--- config.mk ---
export PLATFORM = sky130hd
export DESIGN_NAME = clrst_led_drv_flat
export DESIGN_NICKNAME = d
export VERILOG_FILES = /design/src/rtl/clrst_led_if.sv /design/src/rtl/clrst_led_drv.sv /design/src/flat_wrapper.sv
export SDC_FILE = /design/constraint.sdc
export NUM_CORES = 1
export LEC_CHECK = 0
export ABC_AREA = 1
export BUFFER_PORTS_ARGS = -buffer_cell sky130_fd_sc_hd__buf_2
export CAP_MARGIN = 15
export CORE_UTILIZATION = 60
export CTS_CLUSTER_SIZE = 25
export DETAILED_ROUTE_END_ITERATION = 7
export GPL_ROUTABILITY_DRIVEN = 0
export PLACE_DENSITY = 0.86
export SETUP_SLACK_MARGIN = 0.02
export SLEW_MARGIN = 20
export SYNTH_ARGS = -nofsm -noshare
export SYNTH_HDL_FRONTEND = slang
export SYNTH_SLANG_ARGS = --single-unit
--- constraint.sdc ---
create_clock -name clk -period 2.66 [get_ports clk]
set_input_delay 0.399 -clock clk [delete_from_list [all_inputs] [get_ports clk]]
set_output_delay 0.399 -clock clk [all_outputs]
set_load 0.01 [all_outputs]
--- src/rtl/clrst_led_if.sv ---
// Signal bundle between the servo colour-state source, the LED driver and the
// front-panel LED pins.
interface clrst_led_if #(
    parameter int PWM_BITS = 8
);
    logic [1:0]          clrst;
    logic [PWM_BITS-1:0] bright;
    logic                lamp_test;
    logic [1:0]          clr_q;
    logic                chg;
    logic                led_r;
    logic                led_g;
    logic                led_b;

    modport master (
        output clrst, bright, lamp_test,
        input  clr_q, chg, led_r, led_g, led_b
    );

    modport slave (
        input  clrst, bright, lamp_test,
        output clr_q, chg, led_r, led_g, led_b
    );
endinterface

--- src/rtl/clrst_led_drv.sv ---
// Debounces the servo colour state and drives an RGB indicator with PWM
// brightness, blinking the out-of-range states.
module clrst_led_drv #(
    parameter int HOLD_CYCLES = 1000000,
    parameter int PWM_BITS    = 8,
    parameter int BLINK_BITS  = 7
) (
    input  logic        clk,
    input  logic        rst_n,
    clrst_led_if.slave  bus
);
    localparam int             CW     = $clog2(HOLD_CYCLES + 1);
    localparam logic [CW-1:0]  HOLD_C = CW'(HOLD_CYCLES);

    logic [1:0]            in_q, in_d;
    logic [1:0]            cand_q, cand_d;
    logic [1:0]            clr_q, clr_d;
    logic [CW-1:0]         cnt_q, cnt_d;
    logic                  chg_q, chg_d;
    logic [PWM_BITS-1:0]   pwm_cnt_q, pwm_cnt_d;
    logic [BLINK_BITS-1:0] blink_cnt_q, blink_cnt_d;
    logic [2:0]            led_q, led_d;

    logic [2:0] colour;
    logic       steady;
    logic       pwm_on;
    logic       blink_on;

    always_ff @(posedge clk or negedge rst_n) begin
        if (!rst_n) begin
            in_q        <= 2'b00;
            cand_q      <= 2'b00;
            clr_q       <= 2'b00;
            cnt_q       <= '0;
            chg_q       <= 1'b0;
            pwm_cnt_q   <= '0;
            blink_cnt_q <= '0;
            led_q       <= 3'b000;
        end else begin
            in_q        <= in_d;
            cand_q      <= cand_d;
            clr_q       <= clr_d;
            cnt_q       <= cnt_d;
            chg_q       <= chg_d;
            pwm_cnt_q   <= pwm_cnt_d;
            blink_cnt_q <= blink_cnt_d;
            led_q       <= led_d;
        end
    end

    // Debounce: cnt tracks how long in_q has held a value differing from clr_q.
    always_comb begin
        in_d   = bus.clrst;
        cand_d = cand_q;
        clr_d  = clr_q;
        cnt_d  = cnt_q;
        chg_d  = 1'b0;
        if (in_q == clr_q) begin
            cand_d = in_q;
            cnt_d  = '0;
        end else if (in_q != cand_q) begin
            cand_d = in_q;
            cnt_d  = CW'(1);
        end else if (cnt_q == HOLD_C) begin
            clr_d  = cand_q;
            chg_d  = 1'b1;
            cnt_d  = '0;
        end else begin
            cnt_d  = cnt_q + CW'(1);
        end
    end

    // Blink counter steps once per PWM period, on the pwm wrap edge.
    always_comb begin
        pwm_cnt_d   = pwm_cnt_q + PWM_BITS'(1);
        blink_cnt_d = blink_cnt_q;
        if (pwm_cnt_q == {PWM_BITS{1'b1}}) begin
            blink_cnt_d = blink_cnt_q + BLINK_BITS'(1);
        end
    end

    // Colour bits are {R,G,B}; only the two middle states are steady.
    always_comb begin
        colour = 3'b001;
        steady = 1'b0;
        case (clr_q)
            2'b00: begin colour = 3'b001; steady = 1'b0; end
            2'b01: begin colour = 3'b011; steady = 1'b1; end
            2'b10: begin colour = 3'b110; steady = 1'b1; end
            default: begin colour = 3'b100; steady = 1'b0; end
        endcase
        pwm_on   = (pwm_cnt_q < bus.bright);
        blink_on = ~blink_cnt_q[BLINK_BITS-1];
        led_d    = {3{bus.lamp_test}} | (colour & {3{pwm_on & (steady | blink_on)}});
    end

    assign bus.clr_q = clr_q;
    assign bus.chg   = chg_q;
    assign bus.led_r = led_q[2];
    assign bus.led_g = led_q[1];
    assign bus.led_b = led_q[0];
endmodule

--- src/flat_wrapper.sv ---
// flat-port wrapper written by rule: the top's interface ports become plain ports
module clrst_led_drv_flat 
#(
    parameter int HOLD_CYCLES = 1000000,
    parameter int PWM_BITS    = 8,
    parameter int BLINK_BITS  = 7
)
  (clk, rst_n, bus_clrst, bus_bright, bus_lamp_test, bus_clr_q, bus_chg, bus_led_r, bus_led_g, bus_led_b);
  clrst_led_if #(.PWM_BITS(PWM_BITS)) bus_i ();
  input  logic clk;
  input  logic rst_n;
  input wire logic [$bits(bus_i.clrst)-1:0] bus_clrst;
  input wire logic [$bits(bus_i.bright)-1:0] bus_bright;
  input wire logic [$bits(bus_i.lamp_test)-1:0] bus_lamp_test;
  output wire logic [$bits(bus_i.clr_q)-1:0] bus_clr_q;
  output wire logic [$bits(bus_i.chg)-1:0] bus_chg;
  output wire logic [$bits(bus_i.led_r)-1:0] bus_led_r;
  output wire logic [$bits(bus_i.led_g)-1:0] bus_led_g;
  output wire logic [$bits(bus_i.led_b)-1:0] bus_led_b;
  assign bus_i.clrst = bus_clrst;
  assign bus_i.bright = bus_bright;
  assign bus_i.lamp_test = bus_lamp_test;
  assign bus_clr_q = bus_i.clr_q;
  assign bus_chg = bus_i.chg;
  assign bus_led_r = bus_i.led_r;
  assign bus_led_g = bus_i.led_g;
  assign bus_led_b = bus_i.led_b;
  clrst_led_drv #(.HOLD_CYCLES(HOLD_CYCLES), .PWM_BITS(PWM_BITS), .BLINK_BITS(BLINK_BITS)) u_core (.clk(clk), .rst_n(rst_n), .bus(bus_i));
endmodule
==> flow_metrics.py <==
metrics = {
    "outcome": {
        "status": "completed",
    },
    "synthesis": {
        "synth_area_per_cell_um2": 7.97,
        "syn_inst": 315,
        "synth_warnings": 0,
        "synth_seq_cells": 45,
        "seq_area_frac_synth": 0.449,
        "syn_nets": 343,
        "ys_types": 25,
        "netlist_area_mm2": 0.00251,
        "yosysTopAreaCell": "dfrtp_1",
        "yosys-top-cells-area": "dfrtp_1, nand2_1, ha_1",
        "synth.top_cell.area_share": 0.449,
    },
    "clocking": {
        "cts_buffer_depth": 2,
        "cts_max_level": 2,
        "cts_setup_buffers": 0,
        "cts_hold_buf": 0,
        "cts_tree": "yes",
        "cts_inserted_buffers": 5,
        "cts.sinks": 45,
        "clock_latency_ns": 0.30,
        "cts_resized": 0,
        "clk_pin_slew_ns": 0.09,
        "clockRootBuffer": "clkbuf_8",
    },
    "timing": {
        "min_period_ns": 1.68,
        "hold_viol_final": 0,
        "tns_ns": 0,
        "setup_viol": 0,
        "clock.fmax_mhz": 597,
        "clock_skew_ns": 0.0126,
        "tightest_slew_ns": 0.556,
        "rsz0062_at_grt": "no",
        "min_period_over_period": 0.630,
        "slew_headroom": 0.629,
        "fin_hold_ws_ns": 0.0818,
        "timing.final.max_slew_violations": 0,
    },
    "grt": {
        "antenna_found_initial": 0,
        "grt-ovfl-total": 0,
        "grt_max_degree": 46,
        "grt_pass1_vias": 1980,
        "grt.total_usage": 0.247,
        "grt_pass1_wl_um": 8070,
    },
    "worst_setup_path": {
        "worstSetupEndpointType": "flip-flop",
        "slowest_delay_ns": 0.42,
        "slowest_stage": "dfrtp_1",
        "path_cells": "inv_1 > ha_1 > nand3_1 > nor2_1 > nand3_1 > nand2_2 > inv_2 > nand2_1 > nor2_1",
        "cp-start-kind": "flip-flop",
        "crit_family": "simple AND/OR/NAND/NOR gates",
        "critPathMaxFanout": 12,
        "setup.worst_path.class": "reg -> reg",
        "cp_data_arrival_time_ns": 1.86,
        "cp.required_ns": 2.85,
        "critPathBufInv": 2,
    },
    "routing": {
        "ant_nets": 0,
        "drt_iter0_drc": 115,
        "via_per_inst": 5.04,
        "routed_wl_um": 4640,
        "num_vias": 1952,
        "avgRoutedWirePerCell_um": 12.0,
        "drc": 0,
        "drt_pre_antenna_iters": 4,
    },
    "final_layout": {
        "antenna_cells": 0,
        "layout-drive-gt1-share": 0.128,
        "final_area_mm2": 0.00276,
        "area_delta_synth_final_pct": 9.87,
        "fin_util": 0.689,
        "multi_input_area_mm2": 0.00119,
        "regArea_mm2": 0.00113,
        "nFillCells": 314,
        "final_nets": 364,
    },
    "floorplan": {
        "die_h_um": 66.7,
        "coreArea_mm2": 0.00400,
        "num_rows": 23,
        "pin_count": 19,
        "start_util": 0.627,
        "die_w_um": 66.7,
        "die-area_mm2": 0.00445,
    },
    "flow_run": {
        "maxCapViolCount": 0,
    },
    "power_and_ir_drop": {
        "p_per_area_mw_per_mm2": 473,
        "p_leak_nw": 1.43,
        "p_total_mw": 1.30,
        "peakVddDrop_mv": 0.434,
    },
    "placement": {
        "dpl.hpwl_um": 3580,
        "port-buffer-count": 18,
        "placed_cell_area_mm2": 0.00264,
    },
    "hold_path": {
        "hold_class": "in -> async",
    },
}
## sequential cells by signal, summed over array words and instances, names as in the netlist
register            count
u_core.blink_cnt_q      7
u_core.bus.chg          1
u_core.bus.clr_q        2
u_core.cand_q           2
u_core.cnt_q           20
u_core.in_q             2
u_core.led_q            3
u_core.pwm_cnt_q        8
## cell usage after synthesis, drive strengths merged
| library cell | number |
|---|---|
| nand2 | 81 |
| nor2 | 57 |
| dfrtp | 45 |
| inv | 45 |
| nand3 | 23 |
| ha | 15 |
| xnor2 | 12 |
| nor3 | 9 |
| xor2 | 8 |
| a21oi | 5 |
| nand4 | 4 |
| o21ai | 3 |
| buf | 2 |
| clkbuf | 2 |
| o21bai | 2 |
| and2 | 1 |
| or2 | 1 |
## report_power, final
part | internal [mW] | switching (mW) | leakage [nW]
sequential | 0.692 | 0.00751 | 0.592
clock | 0.306 | 0.228 | 0.0585
combinational | 0.0242 | 0.0470 | 0.781
## through the flow
step	instances	setup WS (ns)
finish	387	0.985
CTS	387	0.988
global placement	379	1.12
detailed placement	379	1.00
floorplan	315	1.28
global route	387	0.846
## final timing paths
kind / startpoint / endpoint / slack (ns) / cells after the start
max in group asynchronous: rst_n / u_core.blink_cnt_q[5]$_DFFE_PN0N_ / 2.19 / 1
min in group clk: bus_clrst[0] / u_core.in_q[0]$_DFF_PN0_ / 0.21 / 1
hold reg to reg: u_core.blink_cnt_q[4]$_DFFE_PN0N_ / u_core.blink_cnt_q[4]$_DFFE_PN0N_ / 0.48 / 1
setup reg to reg: u_core.cnt_q[0]$_DFF_PN0_ / u_core.cnt_q[16]$_DFF_PN0_ / 0.98 / 9
hold / removal: rst_n / u_core.led_q[2]$_DFF_PN0_ / 0.08 / 1
setup / recovery: u_core.cnt_q[0]$_DFF_PN0_ / u_core.cnt_q[16]$_DFF_PN0_ / 0.98 / 9
## area by class of cell
cell class	instances	area share
well taps	50	0.0227
clock buffers	7	0.0313
clock inverters	1	0.0109
inverters	45	0.0613
flip-flops and latches	45	0.408
repair buffers	18	0.0336
multi-input cells	221	0.432
## placed cells by master, fill, tap and decap left out
cell type | Yosys | routed
buf_2 | 1 | 17
nor2_1 | 48 | 48
o21ai_0 | 2 | 2
clkbuf_1 | 2 | 1
clkbuf_8 | 0 | 6
ha_1 | 15 | 15
bufinv_16 | 0 | 1
nand4_1 | 4 | 4
or2_2 | 1 | 1
dfrtp_1 | 45 | 45
nand3_2 | 1 | 1
inv_2 | 1 | 1
nand3_1 | 22 | 22
buf_4 | 0 | 1
nor3_2 | 2 | 2
and2_1 | 1 | 1
nand2_2 | 4 | 4
xor2_1 | 8 | 8
inv_1 | 44 | 44
nor3_1 | 7 | 7
xnor2_1 | 12 | 12
a21oi_1 | 5 | 5
nand2_1 | 77 | 77
nor2_2 | 7 | 7
o21ai_1 | 1 | 1
o21bai_1 | 2 | 2
nor2_4 | 2 | 2
## worst reg2reg max path: stages, from the launching register on
cell and delay, ns:
dfrtp_1 0.42, inv_1 0.10, ha_1 0.15, nand3_1 0.11, nor2_1 0.12, nand3_1 0.15, nand2_2 0.28, inv_2 0.12
nand2_1 0.07, nor2_1 0.04
## cells by family after synthesis
group           after synthesis  share of synthesized area
compound gates               10                     0.0219
flops                        45                      0.449
xor+xnor                     20                     0.0698
simple gates                176                      0.308
fa+ha+maj                    15                     0.0748
buf+inv                      49                     0.0768
## per-layer routing
layer | global-route usage | part of all wire | vias to the layer above | routed length [um]
met1 | 0.263 | 0.43 | 908 | 2010
met5 | 0 | 0 | - | 0
met4 | 0.0957 | 0.022 | 0 | 104
li1 | - | - | 1009 | -
met2 | 0.457 | 0.52 | 24 | 2390
met3 | 0.0634 | 0.029 | 11 | 136
No activity file was read; power rests on OpenSTA's default activity.
